==> config.mk <==
export PLATFORM = sky130hd
export DESIGN_NAME = bus_arbiter
export DESIGN_NICKNAME = d
export VERILOG_FILES = /design/src/rtl/bus_arbiter.sv
export SDC_FILE = /design/constraint.sdc
export NUM_CORES = 1
export LEC_CHECK = 0
export BUFFER_PORTS_ARGS = -buffer_cell sky130_fd_sc_hd__buf_2
export CORE_UTILIZATION = 50
export DETAILED_ROUTE_END_ITERATION = 10
export PLACE_DENSITY_LB_ADDON = 0.2
export SYNTH_ARGS = -nofsm -noshare
export SYNTH_HDL_FRONTEND = slang
export SYNTH_SLANG_ARGS = --single-unit
export TNS_END_PERCENT = 1
==> constraint.sdc <==
create_clock -name clk -period 2.74 [get_ports clk]
set_input_delay 0.137 -clock clk [delete_from_list [all_inputs] [get_ports clk]]
set_output_delay 0.137 -clock clk [all_outputs]
set_load 0.01 [all_outputs]
==> src/rtl/bus_arbiter.sv <==
// One-hot registered bus arbiter: round-robin with optional CPU priority,
// a hold-time limit that preempts unlocked owners, and a one-cycle turnaround.
module bus_arbiter #(
  parameter int NREQ     = 4,
  parameter int IDW      = 2,
  parameter int MAX_HOLD = 8,
  parameter bit HI_PRIO0 = 1'b1
) (
  input  logic            clk,
  input  logic            rst,
  input  logic [NREQ-1:0] req,
  input  logic [NREQ-1:0] lock,
  output logic [NREQ-1:0] gnt,
  output logic            gnt_valid,
  output logic [IDW-1:0]  gnt_id,
  output logic            preempt
);

  typedef enum logic [1:0] {IDLE, GRANT, TURN} state_e;

  localparam logic [IDW:0]    NREQ_W    = (IDW+1)'(NREQ);
  localparam logic [NREQ-1:0] ONE_HOT0  = NREQ'(1);
  localparam logic [3:0]      HOLD_LAST = 4'(MAX_HOLD - 1);
  localparam logic [3:0]      HOLD_MAX  = 4'(MAX_HOLD);

  state_e          state_q, state_d;
  logic [NREQ-1:0] gnt_q, gnt_d;
  logic            gnt_valid_q, gnt_valid_d;
  logic [IDW-1:0]  gnt_id_q, gnt_id_d;
  logic            preempt_q, preempt_d;
  logic [IDW-1:0]  rr_ptr_q, rr_ptr_d;
  logic [3:0]      hold_cnt_q, hold_cnt_d;

  logic [NREQ-1:0] rot;
  logic            win_found;
  logic [IDW:0]    win_sum;
  logic [IDW-1:0]  win_id;
  logic [IDW:0]    next_ptr;
  logic            owner_req, owner_lock, others_req;

  // Winner search: rotate requests so rr_ptr sits at bit 0, take the first set bit.
  always_comb begin
    rot       = NREQ'({req, req} >> rr_ptr_q);
    win_found = 1'b0;
    win_sum   = '0;
    for (int i = 0; i < NREQ; i++) begin
      if (!win_found && rot[i]) begin
        win_found = 1'b1;
        win_sum   = {1'b0, rr_ptr_q} + (IDW+1)'(i);
      end
    end
    if (win_sum >= NREQ_W) win_sum = win_sum - NREQ_W;
    win_id = win_sum[IDW-1:0];
    if (HI_PRIO0 && req[0]) begin
      win_found = 1'b1;
      win_id    = '0;
    end
  end

  always_comb begin
    owner_req  = |(req & gnt_q);
    owner_lock = |(lock & gnt_q);
    others_req = |(req & ~gnt_q);
    next_ptr   = {1'b0, gnt_id_q} + (IDW+1)'(1);
    if (next_ptr >= NREQ_W) next_ptr = '0;
  end

  always_comb begin
    state_d    = state_q;
    gnt_d      = gnt_q;
    gnt_id_d   = gnt_id_q;
    rr_ptr_d   = rr_ptr_q;
    hold_cnt_d = hold_cnt_q;
    preempt_d  = 1'b0;
    unique case (state_q)
      IDLE, TURN: begin
        hold_cnt_d = '0;
        if (win_found) begin
          gnt_d    = ONE_HOT0 << win_id;
          gnt_id_d = win_id;
          state_d  = GRANT;
        end else begin
          gnt_d    = '0;
          gnt_id_d = '0;
          state_d  = IDLE;
        end
      end
      GRANT: begin
        hold_cnt_d = (hold_cnt_q == HOLD_MAX) ? hold_cnt_q : hold_cnt_q + 4'd1;
        // A dropped request always wins over the hold limit, so no preempt then.
        if (!owner_req ||
            (hold_cnt_q == HOLD_LAST && !owner_lock && others_req)) begin
          preempt_d  = owner_req;
          gnt_d      = '0;
          gnt_id_d   = '0;
          rr_ptr_d   = next_ptr[IDW-1:0];
          hold_cnt_d = '0;
          state_d    = TURN;
        end
      end
      default: begin
        gnt_d    = '0;
        gnt_id_d = '0;
        state_d  = IDLE;
      end
    endcase
    gnt_valid_d = |gnt_d;
  end

  always_ff @(posedge clk) begin
    if (rst) begin
      state_q     <= IDLE;
      gnt_q       <= '0;
      gnt_valid_q <= 1'b0;
      gnt_id_q    <= '0;
      preempt_q   <= 1'b0;
      rr_ptr_q    <= '0;
      hold_cnt_q  <= '0;
    end else begin
      state_q     <= state_d;
      gnt_q       <= gnt_d;
      gnt_valid_q <= gnt_valid_d;
      gnt_id_q    <= gnt_id_d;
      preempt_q   <= preempt_d;
      rr_ptr_q    <= rr_ptr_d;
      hold_cnt_q  <= hold_cnt_d;
    end
  end

  assign gnt       = gnt_q;
  assign gnt_valid = gnt_valid_q;
  assign gnt_id    = gnt_id_q;
  assign preempt   = preempt_q;

endmodule

==> impl_metrics.yaml, run 1 <==
critical_path:
  timing.critical_path.arrival_ns: 1.93
  timing_worst_setup_path_type: "flip-flop to flip-flop"
  required_worst_endpoint_ns: 2.89
  r2r.worst_path.cells: 5
  critPathCaptureType: "flip-flop"
  worstPathMaxFanout: 8
  kind_of_start_point_of_the_critical_path: "flip-flop"
power:
  power.switching_fraction_pct: 26.5
  powerDensity_nw_per_um2: 500
  pwr-share-clk_pct: 32.8
  net-switching-power_uw: 127
  share_comb_of_total_power_pct: 14.5
  vdd_ir_drop_max_uv: 310
  internal-power_uw: 354
  cellLeakagePower_nw: 0.409
  share_seq_of_total_power_pct: 52.7
sta:
  timing.final.crit_share_pct: 65.1
  worst_slack_ns: 0.956
  worst-slew-pin-transition_ns: 0.652
  grt_setup_unrepaired: "no"
  highest_clock_frequency_the_design_can_meet_mhz: 561
  timing.final.crit_period_ns: 1.78
  worst_slew_margin_rel_pct: 56.4
  tns_ns: 0
  setup_violations: 0
  final_setup_skew_ns: 0.00146
  slew_viol_final: 0
  timing_hold_violations_final: 0
synthesis:
  synth-seq-cells: 16
  syn-cell-area_um2: 826
  synth_warnings: 0
  postSynth.asyncResetShare_pct: 0
  mappedNetlistNets: 110
  synthFlopType: "dfxtp_1"
  synth_enable_flop_cells: 0
  post_synth_inst_count: 97
  synth_sequential_area_ratio_pct: 38.8
  yosysUniqueCellTypes: 35
  syn_avg_cell_area_um2: 8.51
detailed_routing:
  avgRoutedWirePerCell_um: 13.5
  detail_route.first_pass.iterations: 4
  route.final.wire_length_um: 1790
  via_count: 791
  dr.first_iter.drc_count: 14
  vias_per_cell: 5.95
  remaining_number_of_nets_flagged_by_the_antenna_check_after_routing: 0
  post-route-drc-count: 0
clock_tree:
  ctsRootBufferMaster: "clkbuf_4"
  numClockSinks: 16
  insertion_delay_ns: 0.28
  cts.reportedPaths.clkPinSlew_ns: 0.10
  post-cts-setup-buffers: 0
  cts.path.max_buffers: 2
  cts_hold_buf: 0
  cts_tree: "yes"
  postcts_resize_cnt: 0
  numCtsBuffers: 3
  cts_max_level: 1
place:
  post-place-ws_ns: 0.988
  io_buffers: 17
  routability_congestion: 0.816
  dp_hpwl_um: 1370
  placed_cell_area_um2: 927
  dpl.cell_count: 129
floorplanning:
  design.portCount: 18
  initial_core_util_pct: 54.2
  placeableCoreArea_um2: 1520
  die_width_um: 42.6
  row_count: 14
  die_y_um: 42.6
  floorplan.die_area_um2: 1820
cells_and_area:
  final-seq-area_um2: 320
  instances_no_fill: 133
  insertedDiodeCount: 0
  finish.utilization_pct: 63.2
  final_non_filler_cell_area_um2: 963
  area_delta_synth_final_pct: 16.7
  nFillCells: 137
  drive_above_1_share_pct: 20.5
  multi_input_area_um2: 472
  layout.nets: 131
global_routing:
  grt_pass1_wl_um: 3140
  met2_usage_pct: 37.3
  grt_use_met1_pct: 29.5
  total_routing_usage_gr_pct: 22.8
  grt_busiest_layer: "met2"
  antenna_violations_before_repair: 0
  grt_start_max_net_pins: 15
  global_route_met3_utilization_pct: 3.88
  gr-total-overflow: 0
  grt_pass1_vias: 736
flow_run:
  maxCapViolCount: 0
hold_path:
  min-delay-path-class: "input pin to flip-flop"
  hold_path_depth: 2
run_status:
  status: "completed"
[final timing paths]
check                      from    endpoint  slack [ns]
setup / recovery  hold_cnt_q[1]   gnt_id[1]        0.96
hold / removal              rst  state_q[0]        0.17
hold reg to reg       gnt_id[0]   gnt_id[0]        0.51
setup reg to reg  hold_cnt_q[1]   gnt_id[1]        0.96
[layout make-up]
cell class,instances,area share (%)
multi-input cells,72,49.0
flip-flops and latches,16,33.2
repair buffers,17,8.83
clock buffers,4,3.77
inverters,8,3.12
well taps,16,2.08
[cell families (layout without fill, tap and decap cells)]
kind of cell | after synthesis | after routing | share of synthesized area, %
multiplexers | 2 | 2 | 2.58
flip-flops | 16 | 16 | 38.8
AO/OA/AOI/OAI | 25 | 25 | 21.8
buffers and inverters | 9 | 29 | 4.09
XOR/XNOR | 3 | 3 | 3.18
adder cells (fa/ha/maj) | 3 | 3 | 4.55
AND/OR/NAND/NOR | 39 | 39 | 25.0
[flip-flops by register name, summed over array words and instances (netlist names)]
name        count
preempt         1
hold_cnt_q      4
state_q         2
gnt_valid       1
rr_ptr_q        2
gnt             4
gnt_id          2
[cell usage in the layout, fill, tap and decap left out, drive strengths merged]
master | synthesis | final
o41a | 1 | 1
nor3 | 3 | 3
buf | 0 | 17
mux2 | 1 | 1
or4 | 1 | 1
clkbuf | 1 | 4
xor2 | 2 | 2
nor4 | 2 | 2
ha | 3 | 3
a221oi | 1 | 1
a21boi | 1 | 1
o21ai | 3 | 3
mux2i | 1 | 1
nor2 | 2 | 2
and3 | 1 | 1
o31ai | 1 | 1
nand2 | 11 | 11
nand2b | 9 | 9
o221a | 1 | 1
inv | 8 | 8
a22oi | 4 | 4
nor2b | 2 | 2
xnor2 | 1 | 1
o211ai | 1 | 1
o2111a | 1 | 1
o22ai | 3 | 3
a21oi | 4 | 4
nand4 | 2 | 2
nand3 | 3 | 3
o32ai | 1 | 1
nand3b | 1 | 1
or3 | 1 | 1
or2 | 1 | 1
dfxtp | 16 | 16
a211oi | 3 | 3
[power by group through the flow]
stage	Clock, mW	Sequential, mW	Combinational, mW
3_3_place_gp	0	0.258	0.0680
6_report	0.158	0.254	0.0700
2_1_floorplan	0	0.259	0.0427
3_5_place_dp	0	0.259	0.0696
5_1_grt	0.169	0.256	0.0784
4_1_cts	0.157	0.253	0.0701
[critical path: stages, from the launching register on]
cell and delay, ns:
dfxtp_1 0.39, ha_1 0.18, nor2b_1 0.14, nand4_1 0.17
o211ai_1 0.58, o21ai_0 0.19
[synthesized netlist by cell type (2+ instances only)]
cell type | number | area (um2)
ha_1 | 3 | 37.5
nor3_1 | 3 | 15.0
nand3_1 | 3 | 15.0
nand4_1 | 2 | 12.5
nand2_1 | 11 | 41.3
o21ai_0 | 3 | 15.0
a211oi_1 | 3 | 22.5
nor2_1 | 2 | 7.51
inv_1 | 7 | 26.3
xor2_1 | 2 | 17.5
nor4_1 | 2 | 12.5
a21oi_1 | 4 | 20.0
o22ai_1 | 3 | 18.8
dfxtp_1 | 16 | 320
nand2b_1 | 9 | 56.3
nor2b_1 | 2 | 12.5
a22oi_1 | 4 | 30.0
[per-layer routing]
layer | vias to the layer above | part of all wire (%)
met3 | 2 | 5.6
met4 | 0 | 0.95
li1 | 400 | -
met2 | 28 | 45
met1 | 361 | 48
met5 | - | 0
[through the flow]
stage | total power, mW | hold slack [ns]
after floorplan | 0.302 | 0.291
final | 0.482 | 0.169
after global routing | 0.503 | 0.190
after global placement | 0.326 | 0.451
after CTS | 0.480 | 0.167
after detailed placement | 0.328 | 0.467
(Power assumes the default switching activity.)
==> run 2, diff against run 1 <==
==> constraint.sdc (replaced) <==
create_clock -name clk -period 1.7 [get_ports clk]
set_input_delay 0.085 -clock clk [delete_from_list [all_inputs] [get_ports clk]]
set_output_delay 0.085 -clock clk [all_outputs]
set_load 0.01 [all_outputs]
==> impl_metrics.yaml, run 2 (synthesized netlist as in run 1, its figures left out) <==
run_status:
  status: "completed"
global_routing:
  grt_pass1_wl_um: 3020
  grt_busiest_layer: "met2"
  grt_use_met1_pct: 31.3
  gr-total-overflow: 0
  total_routing_usage_gr_pct: 21.8
  global_route_met3_utilization_pct: 2.59
  grt_start_max_net_pins: 15
  grt_pass1_vias: 695
  antenna_violations_before_repair: 0
  met2_usage_pct: 31.5
detailed_routing:
  vias_per_cell: 6.04
  route.final.wire_length_um: 1820
  avgRoutedWirePerCell_um: 13.3
  remaining_number_of_nets_flagged_by_the_antenna_check_after_routing: 0
  post-route-drc-count: 0
  detail_route.first_pass.iterations: 4
  dr.first_iter.drc_count: 24
  via_count: 828
cells_and_area:
  nFillCells: 136
  drive_above_1_share_pct: 26.4
  area_delta_synth_final_pct: 22.4
  layout.cells.most_common_list: "17 x buf_2, 14 x dfxtp_1, 11 x nand2_1"
  insertedDiodeCount: 0
  layout.nets: 135
  instances_no_fill: 137
  final_common_cell: "buf_2"
flow_run:
  maxCapViolCount: 0
clock_tree:
  cts.path.max_buffers: 2
  insertion_delay_ns: 0.29
  cts.reportedPaths.clkPinSlew_ns: 0.09
  numClockSinks: 16
  numCtsBuffers: 3
  cts_hold_buf: 0
  cts_tree: "yes"
  cts_max_level: 1
  ctsRootBufferMaster: "clkbuf_4"
hold_path:
  hold_end: "state_q[0]"
  min-delay-path-class: "input pin to flip-flop"
  hold_path_depth: 2
  min-delay-start: "rst"
floorplanning:
  initial_core_util_pct: 54.2
  die_y_um: 42.6
  placeableCoreArea_um2: 1520
  die_width_um: 42.6
  floorplan.die_area_um2: 1820
  design.portCount: 18
  row_count: 14
sta:
  worst-slew-pin-transition_ns: 0.402
  worst_slew_margin_rel_pct: 73.2
  final_setup_skew_ns: 0.000735
  highest_clock_frequency_the_design_can_meet_mhz: 608
  slew_viol_final: 0
  timing.final.crit_period_ns: 1.64
  timing.final.crit_share_pct: 96.7
  tns_ns: 0
  grt_setup_unrepaired: "no"
  timing_hold_violations_final: 0
  setup_violations: 0
critical_path:
  rrSetupSlack_ns: 0.06
  critical-path-top-delay-family: "compound AO/OA/AOI/OAI gates"
  timing.critical_path.buf_inv: 0
  critical_path.slowest_cell: "o41a_1"
  path_cells: "ha_4 > nor2b_2 > nand4_1 > o41a_1 > mux2_1"
  timing_worst_setup_path_type: "flip-flop to flip-flop"
  kind_of_start_point_of_the_critical_path: "flip-flop"
  timing.critical_path.arrival_ns: 1.83
  cpPeakStageDelay_ns: 0.45
  r2r.worst_path.cells: 5
  worst_r2r_startpoint: "hold_cnt_q[1]"
  worstPathMaxFanout: 4
  timing.rr.end: "rr_ptr_q[0]"
  critPathCaptureType: "flip-flop"
  required_worst_endpoint_ns: 1.88
power:
  powerDensity_nw_per_um2: 773
  vdd_ir_drop_max_uv: 565
  cellLeakagePower_nw: 0.424
place:
  routability_congestion: 0.803
  dpl.cell_count: 132
  dp_hpwl_um: 1320
  io_buffers: 17
[run 2: worst max path at each step]
stage,from,to,cells past startpoint
2_1_floorplan,hold_cnt_q[1],rr_ptr_q[0],5
3_3_place_gp,hold_cnt_q[1],rr_ptr_q[0],5
3_5_place_dp,hold_cnt_q[1],rr_ptr_q[0],5
4_1_cts,hold_cnt_q[1],rr_ptr_q[0],5
5_1_grt,hold_cnt_q[1],rr_ptr_q[0],5
6_report,hold_cnt_q[1],rr_ptr_q[0],5
[run 2: power breakdown]
part	internal [mW]	total (mW)	switching, mW
logic	0.0552	0.120	0.0650
clock network	0.130	0.252	0.122
registers	0.392	0.410	0.0175
[run 2: through the flow]
step / hold WS [ns] / utilization [%] / setup WS (ns) / power [mW] / cell area, um2
2_1_floorplan: 0.239 / - / 0.141 / 0.486 / 826
3_3_place_gp: 0.404 / 62.3 / 0.140 / 0.530 / 950
3_5_place_dp: 0.404 / 62.3 / 0.0437 / 0.531 / 950
4_1_cts: 0.0915 / 64.7 / 0.0294 / 0.785 / 986
5_1_grt: 0.123 / 66.3 / 0.00251 / 0.817 / 1010
6_report: 0.0974 / 66.3 / 0.0565 / 0.782 / 1010
[run 2: metal layers]
layer	part of all wire, %	vias up
met4	1.7	0
met3	8.3	8
li1	-	403
met2	42	49
met5	0	-
met1	48	368
[run 2: area by class of cell]
cell class                 instances  area (um2)  area share, %
multi-input combinational         72         487           48.1
sequential                        16         323           31.9
timing repair buffer              21         115           11.4
clock buffer                       4        36.3           3.59
inverter                           8        30.0           2.97
tap                               16        20.0           1.98
[run 2: timing repair]
item	4_1_cts	5_1_grt
endpoints found under the setup margin	0	6
buffers inserted	0	1
resized for setup	0	5
[run 2: worst reg2reg max path, cell delays in order, from the launching register on]
cell and delay (ns):
dfxtp_2 0.38, ha_4 0.14, nor2b_2 0.13, nand4_1 0.13, o41a_1 0.45, mux2_1 0.31
==> run 3, diff against run 2 <==
--- a/config.mk
+++ b/config.mk
@@ -8,7 +8,7 @@
 export BUFFER_PORTS_ARGS = -buffer_cell sky130_fd_sc_hd__buf_2
 export CORE_UTILIZATION = 50
 export DETAILED_ROUTE_END_ITERATION = 10
-export PLACE_DENSITY_LB_ADDON = 0.2
+export PLACE_DENSITY = 0.85
 export SYNTH_ARGS = -nofsm -noshare
 export SYNTH_HDL_FRONTEND = slang
 export SYNTH_SLANG_ARGS = --single-unit
==> impl_metrics.yaml, run 3 (synthesized netlist as in run 1, its figures left out) <==
clock_tree:
  cts_hold_buf: 0
  cts_tree: "yes"
  numClockSinks: 16
  ctsRootBufferMaster: "clkbuf_4"
  post-cts-setup-buffers: 0
  insertion_delay_ns: 0.29
  cts.path.max_buffers: 2
  cts.reportedPaths.clkPinSlew_ns: 0.09
  numCtsBuffers: 3
  cts_max_level: 1
detailed_routing:
  remaining_number_of_nets_flagged_by_the_antenna_check_after_routing: 0
  vias_per_cell: 6.04
  via_count: 816
  dr.first_iter.drc_count: 20
  avgRoutedWirePerCell_um: 13.5
  post-route-drc-count: 0
  detail_route.first_pass.iterations: 4
  route.final.wire_length_um: 1830
sta:
  timing_hold_violations_final: 0
  timing.final.crit_period_ns: 1.64
  setup_violations: 0
  timing.final.crit_share_pct: 96.6
  slew_viol_final: 0
  worst-slew-pin-transition_ns: 0.352
  timing.hold.ws_ns: 0.112
  worst_slew_margin_rel_pct: 76.3
  final_setup_skew_ns: 0.00374
  highest_clock_frequency_the_design_can_meet_mhz: 609
  grt_setup_unrepaired: "yes"
critical_path:
  timing.critical_path.arrival_ns: 1.82
  timing_worst_setup_path_type: "flip-flop to flip-flop"
  critPathCaptureType: "flip-flop"
  critical-path-top-delay-family: "compound AO/OA/AOI/OAI gates"
  path_cells: "ha_1 > nor2b_1 > nand4_1 > o41a_1 > mux2_1"
  critical_path.slowest_cell: "o41a_1"
  worstPathMaxFanout: 3
  required_worst_endpoint_ns: 1.88
  kind_of_start_point_of_the_critical_path: "flip-flop"
  timing.critical_path.buf_inv: 0
  cpPeakStageDelay_ns: 0.40
power:
  power.switching_fraction_pct: 25.9
  share_comb_of_total_power_pct: 14.8
  share_seq_of_total_power_pct: 53.0
  powerDensity_nw_per_um2: 788
  vdd_ir_drop_max_uv: 651
  pwr-share-clk_pct: 32.2
  internal-power_uw: 572
  net-switching-power_uw: 200
  cellLeakagePower_nw: 0.418
place:
  dp_hpwl_um: 1370
  io_buffers: 17
  routability_congestion: 0.989
  dpl.cell_count: 131
hold_path:
  min-delay-path-class: "input pin to flip-flop"
floorplanning:
  placeableCoreArea_um2: 1520
  die_y_um: 42.6
  row_count: 14
  initial_core_util_pct: 54.2
  floorplan.die_area_um2: 1820
  die_width_um: 42.6
  design.portCount: 18
global_routing:
  total_routing_usage_gr_pct: 23.6
  grt_start_max_net_pins: 15
  gr-total-overflow: 0
  antenna_violations_before_repair: 0
  grt_pass1_vias: 792
  grt_pass1_wl_um: 3270
cells_and_area:
  layout.cells.most_common_list: "17 x buf_2, 15 x dfxtp_1, 11 x nand2_1"
  multi_input_area_um2: 472
  drive_above_1_share_pct: 22.7
  nFillCells: 140
  instances_no_fill: 135
  final_common_cell: "buf_2"
  final-seq-area_um2: 322
  layout.nets: 133
  area_delta_synth_final_pct: 18.6
  insertedDiodeCount: 0
run_status:
  status: "completed"
flow_run:
  maxCapViolCount: 0
==> run 3: cell type report <==
cell class | instances | area share, %
timing repair buffer | 19 | 10.2
sequential | 16 | 32.8
multi-input combinational | 72 | 48.1
inverter | 8 | 3.07
tap | 16 | 2.04
clock buffer | 4 | 3.70
==> run 3: worst paths after layout <==
check / from / end / slack [ns] / cells past startpoint
max: hold_cnt_q[0] / rr_ptr_q[0] / 0.06 / 5
min: rst / state_q[1] / 0.11 / 2
max reg2reg: hold_cnt_q[0] / rr_ptr_q[0] / 0.06 / 5
min reg2reg: rr_ptr_q[1] / rr_ptr_q[1] / 0.52 / 2
==> run 3: stage by stage <==
| step | power (mW) | area, um2 | setup WS (ns) | setup TNS (ns) | utilization [%] |
|---|---|---|---|---|---|
| 2_1_floorplan | 0.486 | 826 | 0.141 | 0 | - |
| 3_3_place_gp | 0.525 | 942 | 0.130 | 0 | 61.8 |
| 3_5_place_dp | 0.530 | 942 | 0.0310 | 0 | 61.8 |
| 4_1_cts | 0.772 | 978 | 0.0195 | 0 | 64.2 |
| 5_1_grt | 0.807 | 980 | -0.0275 | -0.0275 | 64.3 |
| 6_report | 0.772 | 980 | 0.0585 | 0 | 64.3 |
==> run 3: layer usage <==
metal  global-route usage [%]  share of wire (%)
met1                     27.7                 44
met3                     2.59                3.3
met5                        0                  0
met4                     9.38                1.6
met2                     42.7                 51
==> run 3: what timing repair did <==
action | in CTS | in global routing
endpoints found under the hold margin | 0 | 0
gates resized for setup | 0 | 2
setup endpoints to repair | 0 | 6
==> run 3: power groups by stage <==
stage	logic, mW	clock network [mW]	registers, mW
3_3_place_gp	0.109	0	0.416
5_1_grt	0.129	0.266	0.412
2_1_floorplan	0.0688	0	0.417
3_5_place_dp	0.112	0	0.418
4_1_cts	0.114	0.249	0.409
6_report	0.114	0.249	0.409
